## src/rtl/ifu_pkg.sv

```systemverilog
// Shared types and constants for the instruction fetch unit (ifu_fetch, ifu_out_reg).
package ifu_pkg;

  typedef enum logic [1:0] {
    S_REQ  = 2'd0,
    S_WAIT = 2'd1,
    S_HOLD = 2'd2
  } fetch_state_e;

  localparam int unsigned XLEN_DEFAULT     = 64;
  localparam logic [63:0] RESET_PC_DEFAULT = 64'h8000_0000;
  localparam int unsigned INST_W           = 32;
  localparam int unsigned INST_BYTES       = INST_W / 8;

endpackage

```

## src/rtl/ifu_out_reg.sv

```systemverilog
// One-entry {pc, inst} holding register between instruction memory and the core.
// Contents stay frozen while the entry is valid and not consumed; flush discards it.
module ifu_out_reg
  import ifu_pkg::*;
#(
  parameter int unsigned XLEN = XLEN_DEFAULT
) (
  input  logic              clk,
  input  logic              rst_n,
  input  logic              flush,
  input  logic              in_valid,
  output logic              in_ready,
  input  logic [XLEN-1:0]   in_pc,
  input  logic [INST_W-1:0] in_inst,
  output logic              out_valid,
  input  logic              out_ready,
  output logic [XLEN-1:0]   out_pc,
  output logic [INST_W-1:0] out_inst
);

  logic              valid_q, valid_d;
  logic [XLEN-1:0]   pc_q, pc_d;
  logic [INST_W-1:0] inst_q, inst_d;

  always_comb begin
    valid_d = valid_q;
    pc_d    = pc_q;
    inst_d  = inst_q;
    if (flush) begin
      valid_d = 1'b0;
    end else if (in_valid && in_ready) begin
      valid_d = 1'b1;
      pc_d    = in_pc;
      inst_d  = in_inst;
    end else if (valid_q && out_ready) begin
      valid_d = 1'b0;
    end
  end

  always_ff @(posedge clk) begin
    if (!rst_n) begin
      valid_q <= 1'b0;
      pc_q    <= '0;
      inst_q  <= '0;
    end else begin
      valid_q <= valid_d;
      pc_q    <= pc_d;
      inst_q  <= inst_d;
    end
  end

  assign in_ready  = !valid_q;
  assign out_valid = valid_q;
  assign out_pc    = pc_q;
  assign out_inst  = inst_q;

endmodule

```

## src/rtl/ifu_fetch.sv

```systemverilog
// Instruction fetch stage: one outstanding word fetch, redirect/kill handling, {pc,inst} to core.
// Optional IFU_PERF_CNT_EN adds perf_fetch_cnt / perf_drop_cnt outputs.
module ifu_fetch
  import ifu_pkg::*;
#(
  parameter int unsigned     XLEN     = XLEN_DEFAULT,
  parameter logic [XLEN-1:0] RESET_PC = XLEN'(RESET_PC_DEFAULT)
) (
  input  logic              clk,
  input  logic              rst_n,
  output logic              imem_req_valid,
  input  logic              imem_req_ready,
  output logic [XLEN-1:0]   imem_req_addr,
  input  logic              imem_resp_valid,
  input  logic [INST_W-1:0] imem_resp_data,
  output logic              if_valid,
  input  logic              if_ready,
  output logic [XLEN-1:0]   if_pc,
  output logic [INST_W-1:0] if_inst,
  input  logic              redir_valid,
  input  logic [XLEN-1:0]   redir_target
`ifdef IFU_PERF_CNT_EN
  ,
  output logic [63:0]       perf_fetch_cnt,
  output logic [63:0]       perf_drop_cnt
`endif
);

  fetch_state_e    state_q, state_d;
  logic [XLEN-1:0] pc_q, pc_d;
  logic [XLEN-1:0] req_addr_q, req_addr_d;
  logic            kill_q, kill_d;

  logic            hold_load, hold_flush, hold_in_ready, hold_valid;
  logic            drop_evt;
  logic [XLEN-1:0] target_aligned;
  logic            unused_target_lsbs;

  assign target_aligned     = {redir_target[XLEN-1:2], 2'b00};
  assign unused_target_lsbs = ^redir_target[1:0];

  // req_addr is separate from pc so an unaccepted request never changes address under a redirect.
  always_comb begin
    state_d    = state_q;
    pc_d       = pc_q;
    req_addr_d = req_addr_q;
    kill_d     = kill_q;
    hold_load  = 1'b0;
    hold_flush = 1'b0;
    drop_evt   = 1'b0;
    unique case (state_q)
      S_REQ: begin
        if (redir_valid) begin
          pc_d   = target_aligned;
          kill_d = 1'b1;
        end
        if (imem_req_ready) begin
          state_d = S_WAIT;
        end
      end
      S_WAIT: begin
        if (imem_resp_valid) begin
          if (redir_valid || kill_q) begin
            drop_evt   = 1'b1;
            pc_d       = redir_valid ? target_aligned : pc_q;
            req_addr_d = pc_d;
            kill_d     = 1'b0;
            state_d    = S_REQ;
          end else if (hold_in_ready) begin
            hold_load = 1'b1;
            state_d   = S_HOLD;
          end
        end else if (redir_valid) begin
          pc_d   = target_aligned;
          kill_d = 1'b1;
        end
      end
      S_HOLD: begin
        if (redir_valid) begin
          hold_flush = 1'b1;
          pc_d       = target_aligned;
          req_addr_d = target_aligned;
          kill_d     = 1'b0;
          state_d    = S_REQ;
        end else if (if_ready) begin
          pc_d       = pc_q + XLEN'(INST_BYTES);
          req_addr_d = pc_d;
          state_d    = S_REQ;
        end
      end
      default: begin
        state_d = S_REQ;
      end
    endcase
  end

  always_ff @(posedge clk) begin
    if (!rst_n) begin
      state_q    <= S_REQ;
      pc_q       <= RESET_PC;
      req_addr_q <= RESET_PC;
      kill_q     <= 1'b0;
    end else begin
      state_q    <= state_d;
      pc_q       <= pc_d;
      req_addr_q <= req_addr_d;
      kill_q     <= kill_d;
    end
  end

  ifu_out_reg #(
    .XLEN (XLEN)
  ) u_out_reg (
    .clk       (clk),
    .rst_n     (rst_n),
    .flush     (hold_flush),
    .in_valid  (hold_load),
    .in_ready  (hold_in_ready),
    .in_pc     (pc_q),
    .in_inst   (imem_resp_data),
    .out_valid (hold_valid),
    .out_ready (if_ready && !redir_valid),
    .out_pc    (if_pc),
    .out_inst  (if_inst)
  );

  // Gating with rst_n keeps both handshakes quiet for the whole reset cycle.
  assign imem_req_valid = rst_n && (state_q == S_REQ);
  assign imem_req_addr  = req_addr_q;
  assign if_valid       = rst_n && hold_valid && !redir_valid;

`ifdef IFU_PERF_CNT_EN
  logic [63:0] fetch_cnt_q, fetch_cnt_d;
  logic [63:0] drop_cnt_q, drop_cnt_d;

  always_comb begin
    fetch_cnt_d = fetch_cnt_q + 64'(hold_load);
    drop_cnt_d  = drop_cnt_q + 64'(drop_evt);
  end

  always_ff @(posedge clk) begin
    if (!rst_n) begin
      fetch_cnt_q <= '0;
      drop_cnt_q  <= '0;
    end else begin
      fetch_cnt_q <= fetch_cnt_d;
      drop_cnt_q  <= drop_cnt_d;
    end
  end

  assign perf_fetch_cnt = fetch_cnt_q;
  assign perf_drop_cnt  = drop_cnt_q;
`else
  logic unused_drop_evt;
  assign unused_drop_evt = drop_evt;
`endif

endmodule

```

## config.mk

```make
export PLATFORM = sky130hd
export DESIGN_NAME = ifu_fetch
export DESIGN_NICKNAME = d
export VERILOG_FILES = /design/src/rtl/ifu_pkg.sv /design/src/rtl/ifu_out_reg.sv /design/src/rtl/ifu_fetch.sv
export SDC_FILE = /design/constraint.sdc
export NUM_CORES = 1
export LEC_CHECK = 0
export ABC_AREA = 1
export CAP_MARGIN = 10
export CORE_UTILIZATION = 35
export CTS_CLUSTER_SIZE = 10
export DETAILED_ROUTE_END_ITERATION = 10
export PLACE_DENSITY_LB_ADDON = 0.3
export SLEW_MARGIN = 10
export SYNTH_ARGS = -nofsm -noshare
export SYNTH_HDL_FRONTEND = slang
export SYNTH_SLANG_ARGS = --single-unit
```

## constraint.sdc

```tcl
create_clock -name clk -period 2.9 [get_ports clk]
set_input_delay 0.29 -clock clk [delete_from_list [all_inputs] [get_ports clk]]
set_output_delay 0.29 -clock clk [all_outputs]
set_load 0.01 [all_outputs]
```

==> results of run 1 <==
==> critical path: stages, from the launching register on <==
cell and delay [ns]:
sky130_fd_sc_hd__dfxtp_1 0.36, sky130_fd_sc_hd__inv_1 0.09, sky130_fd_sc_hd__ha_1 0.36, sky130_fd_sc_hd__nand2_4 0.13, sky130_fd_sc_hd__nor2_1 0.05, sky130_fd_sc_hd__inv_2 0.08, sky130_fd_sc_hd__nand3_2 0.08, sky130_fd_sc_hd__nor2_4 0.12
sky130_fd_sc_hd__nand2_1 0.13, sky130_fd_sc_hd__inv_2 0.41, sky130_fd_sc_hd__buf_4 0.28, sky130_fd_sc_hd__nand2_1 0.08, sky130_fd_sc_hd__nand2_1 0.06
==> metrics by stage <==
| stage | total power, mW | hold slack (ns) | setup WS [ns] |
|---|---|---|---|
| finish | 11.20 | 0.2244 | 0.6032 |
| global route | 11.91 | 0.2580 | 0.4490 |
| CTS | 11.28 | 0.2177 | 0.5746 |
| detailed placement | 8.257 | 0.4360 | 0.5929 |
| global placement | 8.184 | 0.4321 | 0.6386 |
| floorplan | 6.572 | 0.4428 | 1.231 |
==> cell type report <==
cell class	instances	area, um^2
tap	402	503.0
timing repair buffer	282	2798
inverter	192	721.9
fill	3181	16750
multi-input combinational	1163	5638
sequential	228	4564
clock buffer	36	739.5
==> cell families after synthesis <==
group                    count (synthesis)  synth area share
adder cells (fa/ha/maj)                  5          0.005529
XOR/XNOR                                17           0.01316
AND/OR/NAND/NOR                        760            0.2883
flip-flops                             228            0.4034
buffers and inverters                  279            0.1002
AO/OA/AOI/OAI                          381            0.1895
==> cells in the mapped netlist (14+ instances only) <==
master / count
sky130_fd_sc_hd__a22oi_1: 55
sky130_fd_sc_hd__dfxtp_1: 228
sky130_fd_sc_hd__nor2_1: 232
sky130_fd_sc_hd__clkbuf_1: 40
sky130_fd_sc_hd__a31oi_1: 22
sky130_fd_sc_hd__nand2_2: 18
sky130_fd_sc_hd__o21ai_0: 78
sky130_fd_sc_hd__buf_2: 33
sky130_fd_sc_hd__inv_1: 181
sky130_fd_sc_hd__a21oi_1: 161
sky130_fd_sc_hd__o21ai_1: 42
sky130_fd_sc_hd__xor2_1: 17
sky130_fd_sc_hd__nor2_2: 22
sky130_fd_sc_hd__nand4_1: 14
sky130_fd_sc_hd__nand3_1: 82
sky130_fd_sc_hd__nand2_1: 370
==> state kept, by name, summed over array words and instances, names as in the netlist <==
| name | count |
|---|---|
| state_q | 2 |
| kill_q | 1 |
| pc_q | 64 |
| u_out_reg.out_pc | 64 |
| imem_req_addr | 64 |
| u_out_reg.out_inst | 32 |
| u_out_reg.out_valid | 1 |
==> layer usage <==
layer,vias up,GRT usage,part of all wire
met4,0,0.06339,0.024
met1,5416,0.3123,0.44
li1,5841,-,-
met5,-,0,0
met2,405,0.4065,0.47
met3,56,0.03470,0.062
==> report_power, final <==
group | internal (mW) | switching, mW
registers | 3.81 | 0.607
logic | 1.60 | 2.22
clock network | 1.74 | 1.23
==> worst max path at each step <==
stage / from / endpoint / slack (ns) / cells after the start
after floorplan: pc_q[2] / pc_q[26] / 1.23 / 11
after global placement: imem_resp_valid / imem_req_addr[30] / 0.64 / 10
after detailed placement: state_q[0] / imem_req_addr[61] / 0.59 / 12
after CTS: state_q[0] / imem_req_addr[61] / 0.57 / 12
after global routing: state_q[0] / imem_req_addr[60] / 0.45 / 12
final: state_q[0] / imem_req_addr[61] / 0.60 / 12
==> impl_table.tex, run 1 <==
\begin{tabular}{lr}
\hline
Metric & Value \\
\hline
\multicolumn{2}{l}{\textbf{STA}} \\
Fraction of the cycle the final worst path needs & 0.7920 \\
Final setup TNS & 0 ns \\
Crit path time final & 2.297 ns \\
Max Fclk & 0.4354 GHz \\
Slew headroom & 0.5072 \\
RSZ-0062 raised after global routing & no \\
Least-Margin Pin Slew & 0.7393 ns \\
Final setup violation count & 0 \\
Final Hold Violating Endpoints & 0 \\
Final count of pins violating max slew & 0 \\
Worst clock skew on the final layout & roughly 0.019 ns \\
\multicolumn{2}{l}{\textbf{Flow run}} \\
Max Cap Viol & 0 \\
\multicolumn{2}{l}{\textbf{Synthesis}} \\
Flip-flop and latch count after synthesis & 228 \\
Most used flip-flop cell after synthesis & sky130\_fd\_sc\_hd\_\_dfxtp\_1 \\
Post-synthesis instance area & 0.01132 mm\^{}2 \\
Mean instance size in the synthesized netlist & between 6 and 7 um\^{}2 \\
Nets in the synthesized netlist & 1777 \\
Proportion of register bits with asynchronous set or reset after synthesis & 0 \\
Gate Count Post-Synth & $\sim$1700 \\
Number of distinct library cells after synthesis & 38 \\
Number of enable flip-flop cells after synthesis & 0 \\
Yosys top cell by area & sky130\_fd\_sc\_hd\_\_dfxtp\_1 \\
Sequential share of the synthesized area & 0.4034 \\
Number of warnings printed during yosys synthesis & 0 \\
Area contributors post-synth & sky130\_fd\_sc\_hd\_\_dfxtp\_1 (40\%), sky130\_fd\_sc\_hd\_\_nand2\_1 (12\%), sky130\_fd\_sc\_hd\_\_nor2\_1 (7.7\%) \\
Area share of the leading cell type in the synthesized netlist & 0.4034 \\
\multicolumn{2}{l}{\textbf{Clock network}} \\
Clock root cell & sky130\_fd\_sc\_hd\_\_clkbuf\_16 \\
CTS clock-pin slew for the worst setup and hold paths & around 0.05 ns \\
Number of clock buffers inserted by TritonCTS & 27 \\
Post-CTS setup-driven buffer insertion count & 0 \\
Total of cells resized after clock tree synthesis & 0 \\
CTS max path bufs & 3 \\
H-tree levels & 1 \\
Hold buffer count at cts & 0 \\
Clock insertion delay at the later pin of the skew report & 0.53 ns \\
Number of sinks handled by clock tree synthesis & 228 \\
CTS tree & built \\
\multicolumn{2}{l}{\textbf{Routing}} \\
DRT Pass-1 Iters & 7 \\
Starting DRT DRC Count & slightly above 800 \\
Number of routed nets with antenna violations & 0 \\
Remaining DRCs & 0 \\
Total wire length after detailed routing & 40.14 mm \\
Via count & 11718 \\
Vias per cell & between 5 and 6 \\
Detail-routed net length per standard cell & 17.43 um \\
\multicolumn{2}{l}{\textbf{Floorplan}} \\
Top-level I/O count & approximately 260 \\
Starting Density & 0.3568 \\
Placeable core region & 0.03172 mm\^{}2 \\
Row count & between 60 and 70 \\
DIE HEIGHT & 181.8 um \\
Die footprint & 0.03305 mm\^{}2 \\
Die Width & 181.8 um \\
\multicolumn{2}{l}{\textbf{Placed design}} \\
DPL Wire Length & 29.68 mm \\
Placed Cells incl. Taps & 2267 \\
Final RePlAce weighted congestion & 0.9204 \\
Post-place instance area & 0.01422 mm\^{}2 \\
Port bufs & roughly 260 \\
\multicolumn{2}{l}{\textbf{Global route}} \\
Via count of the first global-routing pass & 11180 \\
Total overflow reported by the global router & 0 \\
Pin count of the biggest net entering global routing & 103 \\
Global-route wire length before repair & between 60 and 70 mm \\
GRT Util Overall & 0.2381 \\
Initial antenna violation count & 0 \\
\multicolumn{2}{l}{\textbf{Hold path}} \\
Min-Delay Endpoint & pc\_q[2] \\
Min-Delay Startpoint & rst\_n \\
Worst hold path depth & 3 \\
Worst min path class & in -> reg \\
\multicolumn{2}{l}{\textbf{Critical path}} \\
Top fanout value on the critical path & 19 \\
Critical path type & reg -> reg \\
Endpoint kind of the worst setup timing path & flip-flop \\
Critical path launch point type & flip-flop \\
Required time of the worst setup path & 3.36 ns \\
Reg2reg path depth & 12 \\
Worst R2R End & imem\_req\_addr[61] \\
Worst-case register-to-register setup slack & about 0.6 ns \\
CP Data Arrival Time & 2.76 ns \\
Reg2reg start & state\_q[0] \\
\multicolumn{2}{l}{\textbf{Power}} \\
Reported leakage power & approximately 6.0 nW \\
Worst vdd rail ir drop & between 0.4 and 0.5 mV \\
Pwr per Cell Area & 748.7 mW/mm\^{}2 \\
\multicolumn{2}{l}{\textbf{Finish}} \\
Utilization after layout & 0.4718 \\
Inserted Diodes & 0 \\
Most frequent standard cell in the layout excluding fill and tap cells & sky130\_fd\_sc\_hd\_\_nand2\_1 \\
Number of nets in the layout & 2001 \\
Count of non-filler cells in the finished layout & 2303 \\
Growth of design area from synthesis to finish & 32.24\% \\
Leading cell types in the layout, fill and taps excluded & sky130\_fd\_sc\_hd\_\_nand2\_1 (370), sky130\_fd\_sc\_hd\_\_clkdlybuf4s50\_1 (259), sky130\_fd\_sc\_hd\_\_nor2\_1 (231), sky130\_fd\_sc\_hd\_\_dfxtp\_1 (228), sky130\_fd\_sc\_hd\_\_inv\_1 (181) \\
Layout Cell Area excl Fill & 0.01496 mm\^{}2 \\
Layout cells sized above 1 & 0.06523 \\
\multicolumn{2}{l}{\textbf{Status}} \\
Run status & completed \\
\hline
\end{tabular}
No activity file was read; power rests on OpenSTA's default activity.
==> inputs of run 2 (changes only) <==
==> constraint.sdc (replaced) <==
create_clock -name clk -period 2.2 [get_ports clk]
set_input_delay 0.22 -clock clk [delete_from_list [all_inputs] [get_ports clk]]
set_output_delay 0.22 -clock clk [all_outputs]
set_load 0.01 [all_outputs]
==> impl_table.tex, run 2 (synthesis gave the netlist of run 1 again) <==
\begin{tabular}{lr}
\hline
Metric & Value \\
\hline
\multicolumn{2}{l}{\textbf{Critical path}} \\
CP Data Arrival Time & 2.52 ns (-0.24 ns) \\
Largest stage delay on the critical path & 0.41 ns (about the same) \\
Worst R2R End & pc\_q[28] \\
Cell family with most CP delay & simple AND/OR/NAND/NOR gates \\
Buffer and inverter count on the worst path & 1 (-3) \\
Critical path type & reg -> reg \\
Top fanout value on the critical path & 5 (-14) \\
Worst-case register-to-register setup slack & 0.12 ns (-0.48 ns) \\
Critical path launch point type & flip-flop \\
Reg2reg path depth & 10 (-2) \\
Reg2reg start & pc\_q[15] \\
Depth of the critical timing path with buffers and inverters included & 10 (-2) \\
Cell chain of the critical path & nand2\_1, nor2\_2, nand2\_1, nor2\_2, nand2\_1, xor2\_1, nand2\_1, nand2\_1, o21bai\_1, inv\_1 \\
CP max-delay cell & sky130\_fd\_sc\_hd\_\_dfxtp\_1 \\
Endpoint kind of the worst setup timing path & flip-flop \\
Required time of the worst setup path & 2.64 ns (-0.72 ns) \\
Most Frequent Cell on Critical Path & sky130\_fd\_sc\_hd\_\_nand2\_1 \\
\multicolumn{2}{l}{\textbf{Floorplan}} \\
Placeable core region & 0.03172 mm\^{}2 (unchanged) \\
Top-level I/O count & 264 (unchanged) \\
Row count & 65 (unchanged) \\
Die Width & 181.8 um (unchanged) \\
Die footprint & 0.03305 mm\^{}2 (unchanged) \\
DIE HEIGHT & 181.8 um (unchanged) \\
Starting Density & 0.3568 (unchanged) \\
\multicolumn{2}{l}{\textbf{STA}} \\
Max Fclk & 0.4806 GHz (+10\%) \\
Slew headroom & 0.4649 (-0.04228) \\
Final Hold Violating Endpoints & 0 (unchanged) \\
Crit path time final & 2.081 ns (-0.2160 ns) \\
RSZ-0062 raised after global routing & no \\
Final setup TNS & 0 ns (unchanged) \\
Fraction of the cycle the final worst path needs & 0.9458 (+0.1538) \\
Worst clock skew on the final layout & 0.01304 ns (-0.005953 ns) \\
Final setup violation count & 0 (unchanged) \\
Final count of pins violating max slew & 0 (unchanged) \\
Least-Margin Pin Slew & 0.8027 ns (+0.06342 ns) \\
\multicolumn{2}{l}{\textbf{Clock network}} \\
CTS max path bufs & 3 (unchanged) \\
Clock root cell & sky130\_fd\_sc\_hd\_\_clkbuf\_16 \\
CTS clock-pin slew for the worst setup and hold paths & 0.06 ns (about the same) \\
Hold buffer count at cts & 0 (unchanged) \\
Post-CTS setup-driven buffer insertion count & 0 (unchanged) \\
Number of sinks handled by clock tree synthesis & 228 (unchanged) \\
CTS tree & built \\
Number of clock buffers inserted by TritonCTS & 27 (unchanged) \\
Clock insertion delay at the later pin of the skew report & 0.55 ns (+0.02 ns) \\
Total of cells resized after clock tree synthesis & 0 (unchanged) \\
H-tree levels & 1 (unchanged) \\
\multicolumn{2}{l}{\textbf{Global route}} \\
Via count of the first global-routing pass & 11078 (-0.91\%) \\
Pin count of the biggest net entering global routing & 71 (-31\%) \\
Total overflow reported by the global router & 0 (unchanged) \\
GRT Util Overall & 0.2376 (-0.0004854) \\
Initial antenna violation count & 0 (unchanged) \\
Global-route wire length before repair & 62.04 mm (-0.53\%) \\
\multicolumn{2}{l}{\textbf{Power}} \\
Worst vdd rail ir drop & 0.5281 mV (+24\%) \\
Reported leakage power & 6.146 nW (+1.9\%) \\
Tot Pwr & 15.01 mW (+34\%) \\
Pwr per Cell Area & 990.6 mW/mm\^{}2 (+32\%) \\
\multicolumn{2}{l}{\textbf{Finish}} \\
Most frequent standard cell in the layout excluding fill and tap cells & sky130\_fd\_sc\_hd\_\_nand2\_1 \\
Number of nets in the layout & 2018 (+0.85\%) \\
Filler instances & 3181 (unchanged) \\
Leading cell types in the layout, fill and taps excluded & sky130\_fd\_sc\_hd\_\_nand2\_1 (370), sky130\_fd\_sc\_hd\_\_clkdlybuf4s50\_1 (259), sky130\_fd\_sc\_hd\_\_nor2\_1 (231), sky130\_fd\_sc\_hd\_\_dfxtp\_1 (228), sky130\_fd\_sc\_hd\_\_inv\_1 (181) \\
Inserted Diodes & 0 (unchanged) \\
Layout cells sized above 1 & 0.07355 (+0.008324) \\
Growth of design area from synthesis to finish & 33.91\% \\
\multicolumn{2}{l}{\textbf{Hold path}} \\
Worst min path class & in -> reg \\
Worst hold path depth & 4 (+1) \\
Min-Delay Endpoint & imem\_req\_addr[0] \\
Min-Delay Startpoint & redir\_valid \\
\multicolumn{2}{l}{\textbf{Routing}} \\
Vias per cell & 5.105 (+0.33\%) \\
Remaining DRCs & 0 (unchanged) \\
Number of routed nets with antenna violations & 0 (unchanged) \\
DRT Pass-1 Iters & 5 (-2) \\
Total wire length after detailed routing & 40.21 mm (+0.16\%) \\
Detail-routed net length per standard cell & 17.34 um (-0.53\%) \\
Starting DRT DRC Count & 775 (-6.2\%) \\
Via count & 11838 (+1.0\%) \\
\multicolumn{2}{l}{\textbf{Placed design}} \\
Port bufs & 261 (unchanged) \\
Final RePlAce weighted congestion & 0.9305 (+1.1\%) \\
DPL Wire Length & 30.20 mm (+1.7\%) \\
\multicolumn{2}{l}{\textbf{Status}} \\
Run status & completed \\
\multicolumn{2}{l}{\textbf{Flow run}} \\
Max Cap Viol & 0 (unchanged) \\
\hline
\end{tabular}
run 2: area by class of cell:
cell class	count	area, um^2	area share
clock buffers	32	694.4	0.04583
clock inverters	3	43.79	0.002890
inverters	192	721.9	0.04764
multi-input cells	1163	5638	0.3721
flip-flops and latches	228	4564	0.3012
well taps	402	503.0	0.03319
repair buffers	299	2988	0.1972
run 2: metrics by stage:
stage               instances  cell area [um^2]  hold WS, ns    util  worst slack, ns
floorplan                1670             11320       0.4116       -           0.5311
global placement         2284             14420       0.4291  0.4545           0.2337
detailed placement       2284             14420       0.4352  0.4545           0.1926
CTS                      2319             15150      0.09893  0.4778           0.1125
global route             2319             15150       0.1443  0.4778          0.01872
finish                   2319             15150       0.1274  0.4778           0.1191
run 2: metal layers:
metal  vias to the layer above  wire, um  GRT usage
li1                       5884         -          -
met1                      5539     18380     0.3142
met2                       359     18790     0.4040
met3                        56      2000    0.03149
met4                         0      1027    0.06508
met5                         -         0          0
run 2: worst max path at each step:
stage               start              to  slack (ns)
2_1_floorplan     pc_q[2]        pc_q[26]        0.53
3_5_place_dp     pc_q[15]        pc_q[28]        0.19
5_1_grt          pc_q[15]        pc_q[28]        0.02
6_report         pc_q[15]        pc_q[28]        0.12
3_3_place_gp     pc_q[20]        pc_q[28]        0.23
4_1_cts        state_q[0]  imem_req_valid        0.11
run 2: where the power goes:
| part | internal, mW | leakage [nW] | total (mW) | switching, mW |
|---|---|---|---|---|
| Clock | 2.30 | 0.361 | 4.00 | 1.70 |
| Combinational | 2.21 | 3.92 | 5.20 | 2.99 |
| Sequential | 5.02 | 1.86 | 5.81 | 0.795 |
| Total | 9.53 | 6.15 | 15.0 | 5.48 |
run 2: worst min-delay path, cell delays in order:
cell and delay (ns):
sky130_fd_sc_hd__buf_2 0.16, sky130_fd_sc_hd__inv_2 0.09, sky130_fd_sc_hd__nand3_1 0.07, sky130_fd_sc_hd__a21oi_1 0.07
==> inputs of run 3 (changes only) <==
--- a/config.mk
+++ b/config.mk
@@ -7,11 +7,13 @@
 export LEC_CHECK = 0
 export ABC_AREA = 1
 export CAP_MARGIN = 10
-export CORE_UTILIZATION = 35
+export CELL_PAD_IN_SITES_DETAIL_PLACEMENT = 1
+export CELL_PAD_IN_SITES_GLOBAL_PLACEMENT = 2
+export CORE_UTILIZATION = 27
 export CTS_CLUSTER_SIZE = 10
 export DETAILED_ROUTE_END_ITERATION = 10
 export PLACE_DENSITY_LB_ADDON = 0.3
-export SLEW_MARGIN = 10
+export SLEW_MARGIN = 20
 export SYNTH_ARGS = -nofsm -noshare
 export SYNTH_HDL_FRONTEND = slang
 export SYNTH_SLANG_ARGS = --single-unit
==> impl_table.tex, run 3 (synthesis gave the netlist of run 1 again) <==
\begin{tabular}{lr}
\hline
Metric & Value \\
\hline
\multicolumn{2}{l}{\textbf{Critical path}} \\
Required time of the worst setup path & 2.66 ns (+0.02 ns) \\
Critical path launch point type & flip-flop \\
Endpoint kind of the worst setup timing path & flip-flop \\
Top fanout value on the critical path & 4 (-1) \\
CP Data Arrival Time & 2.54 ns (+0.02 ns) \\
Critical path type & reg -> reg \\
\multicolumn{2}{l}{\textbf{Clock network}} \\
Post-CTS setup-driven buffer insertion count & 0 (unchanged) \\
Number of sinks handled by clock tree synthesis & 228 (unchanged) \\
H-tree levels & 1 (unchanged) \\
CTS clock-pin slew for the worst setup and hold paths & 0.06 ns (about the same) \\
CTS tree & built \\
CTS max path bufs & 3 (unchanged) \\
Clock insertion delay at the later pin of the skew report & 0.57 ns (+0.02 ns) \\
Clock root cell & sky130\_fd\_sc\_hd\_\_clkbuf\_16 \\
Hold buffer count at cts & 0 (unchanged) \\
Number of clock buffers inserted by TritonCTS & 29 (+7.4\%) \\
\multicolumn{2}{l}{\textbf{Global route}} \\
GRT Util Overall & 0.2189 (-0.01876) \\
Global-route wire length before repair & 71.55 mm (+15\%) \\
Initial antenna violation count & 0 (unchanged) \\
Total overflow reported by the global router & 0 (unchanged) \\
Via count of the first global-routing pass & 11996 (+8.3\%) \\
Pin count of the biggest net entering global routing & 116 (+63\%) \\
\multicolumn{2}{l}{\textbf{Routing}} \\
DRT Pass-1 Iters & 8 (+3) \\
Via count & 11988 (+1.3\%) \\
Remaining DRCs & 18 (+18) \\
Detail-routed net length per standard cell & 19.32 um (+11\%) \\
Total wire length after detailed routing & 47.96 mm (+19\%) \\
Vias per cell & 4.830 (-5.4\%) \\
Number of routed nets with antenna violations & 0 (unchanged) \\
Starting DRT DRC Count & 696 (-10\%) \\
\multicolumn{2}{l}{\textbf{STA}} \\
Final setup TNS & 0 ns (unchanged) \\
Worst hold margin & 0.05434 ns (-0.07307 ns) \\
Fraction of the cycle the final worst path needs & 0.9430 (-0.002846) \\
Slew headroom & 0.4663 (+0.001413) \\
Crit path time final & 2.075 ns (-0.006262 ns) \\
Final setup violation count & 0 (unchanged) \\
RSZ-0062 raised after global routing & no \\
Max Fclk & 0.4820 GHz (+0.30\%) \\
Least-Margin Pin Slew & 0.7987 ns (-0.004015 ns) \\
Final count of pins violating max slew & 0 (unchanged) \\
Final Hold Violating Endpoints & 0 (unchanged) \\
Worst clock skew on the final layout & 0.01003 ns (-0.003003 ns) \\
\multicolumn{2}{l}{\textbf{Finish}} \\
Count of non-filler cells in the finished layout & 2482 (+7.0\%) \\
Most frequent standard cell in the layout excluding fill and tap cells & sky130\_fd\_sc\_hd\_\_nand2\_1 \\
Number of nets in the layout & 2037 (+0.94\%) \\
Layout Cell Area excl Fill & 0.01568 mm\^{}2 (+3.5\%) \\
Utilization after layout & 0.3813 (-0.09642) \\
Layout cells sized above 1 & 0.08513 (+0.01158) \\
Filler instances & 5149 (+62\%) \\
Inserted Diodes & 0 (unchanged) \\
Growth of design area from synthesis to finish & 38.53\% \\
Leading cell types in the layout, fill and taps excluded & sky130\_fd\_sc\_hd\_\_nand2\_1 (370), sky130\_fd\_sc\_hd\_\_clkdlybuf4s50\_1 (258), sky130\_fd\_sc\_hd\_\_nor2\_1 (230), sky130\_fd\_sc\_hd\_\_dfxtp\_1 (228), sky130\_fd\_sc\_hd\_\_inv\_1 (181) \\
\multicolumn{2}{l}{\textbf{Floorplan}} \\
Row count & 74 (+14\%) \\
Starting Density & 0.2753 (-0.08150) \\
Placeable core region & 0.04111 mm\^{}2 (+30\%) \\
Die footprint & 0.04273 mm\^{}2 (+29\%) \\
Top-level I/O count & 264 (unchanged) \\
Die Width & 206.7 um (+14\%) \\
DIE HEIGHT & 206.7 um (+14\%) \\
\multicolumn{2}{l}{\textbf{Placed design}} \\
Post-place instance area & 0.01476 mm\^{}2 (+2.4\%) \\
Port bufs & 261 (unchanged) \\
DPL Wire Length & 35.15 mm (+16\%) \\
Final RePlAce weighted congestion & 0.8907 (-4.3\%) \\
Placed Cells incl. Taps & 2429 (+6.3\%) \\
\multicolumn{2}{l}{\textbf{Hold path}} \\
Worst min path class & in -> reg \\
\multicolumn{2}{l}{\textbf{Flow run}} \\
Max Cap Viol & 0 (unchanged) \\
\multicolumn{2}{l}{\textbf{Power}} \\
Worst vdd rail ir drop & 0.5339 mV (+1.1\%) \\
Pwr per Cell Area & 1021 mW/mm\^{}2 (+3.0\%) \\
Reported leakage power & 6.314 nW (+2.7\%) \\
\multicolumn{2}{l}{\textbf{Status}} \\
Run status & finished, violations left \\
Failing checks & design-rule violations \\
\hline
\end{tabular}
## run 3: cell types whose count changed in the layout (fill, tap and decap cells not counted), sizes merged
cell | previous run | this run
dlygate4sd2 | 0 | 1
nor2 | 266 | 268
clkinv | 3 | 4
buf | 40 | 55
clkdlybuf4s50 | 259 | 258
clkbuf | 32 | 47
## run 3: repair_timing
item | CTS | global route
pin swaps | 1 | 1
setup endpoints to repair | 15 | 28
resized for setup | 2 | 6
gates cloned | 1 | 1
## run 3: report_power, final
part / internal [mW] / switching (mW) / leakage, nW
sequential: 5.02 / 0.822 / 1.86
combinational: 2.34 / 3.27 / 4.02
clock: 2.67 / 1.87 / 0.429
total: 10.0 / 5.97 / 6.31
## run 3: layer usage
layer | share of wire | global-route usage | routed length, um | up-vias
met5 | 0 | 0 | 0 | -
met4 | 0.020 | 0.04979 | 942 | 0
met3 | 0.043 | 0.02841 | 2063 | 51
met2 | 0.48 | 0.3759 | 22810 | 237
met1 | 0.46 | 0.2902 | 22150 | 5760
li1 | - | - | - | 5940
## run 3: area by class of cell
cell class / instances / area [um^2] / share of cell area
Clock buffer: 47 / 833.3 / 0.05316
Tap cell: 532 / 665.6 / 0.04246
Clock inverter: 4 / 48.80 / 0.003113
Timing Repair Buffer: 314 / 3174 / 0.2025
Multi-Input combinational cell: 1165 / 5668 / 0.3616
Sequential cell: 228 / 4564 / 0.2912
Inverter: 192 / 721.9 / 0.04605
## run 3: worst max-delay path, stage by stage (launching register included)
cell and delay (ns):
sky130_fd_sc_hd__dfxtp_1 0.45, sky130_fd_sc_hd__nand2_1 0.15, sky130_fd_sc_hd__nor2_2 0.32, sky130_fd_sc_hd__nand2_1 0.18, sky130_fd_sc_hd__nor2_2 0.20, sky130_fd_sc_hd__nand2_2 0.13, sky130_fd_sc_hd__xor2_1 0.16, sky130_fd_sc_hd__nand2_1 0.07
sky130_fd_sc_hd__nand2_1 0.12, sky130_fd_sc_hd__o21bai_1 0.15, sky130_fd_sc_hd__inv_1 0.05
## run 3: per-stage QoR
step	worst slack, ns	power (mW)
floorplan	0.5311	8.663
detailed placement	-0.2254	11.42
finish	0.1254	16.00
CTS	-0.02009	16.14
global placement	-0.07839	11.28
global route	0.001185	16.98
## run 3: final timing paths
check | from | endpoint | slack [ns] | cells after the start
setup / recovery | pc_q[18] | pc_q[29] | 0.13 | 10
hold / removal | redir_valid | imem_req_addr[1] | 0.05 | 4
setup reg to reg | pc_q[18] | pc_q[29] | 0.13 | 10
hold reg to reg | u_out_reg.out_inst[1] | u_out_reg.out_inst[1] | 0.44 | 2
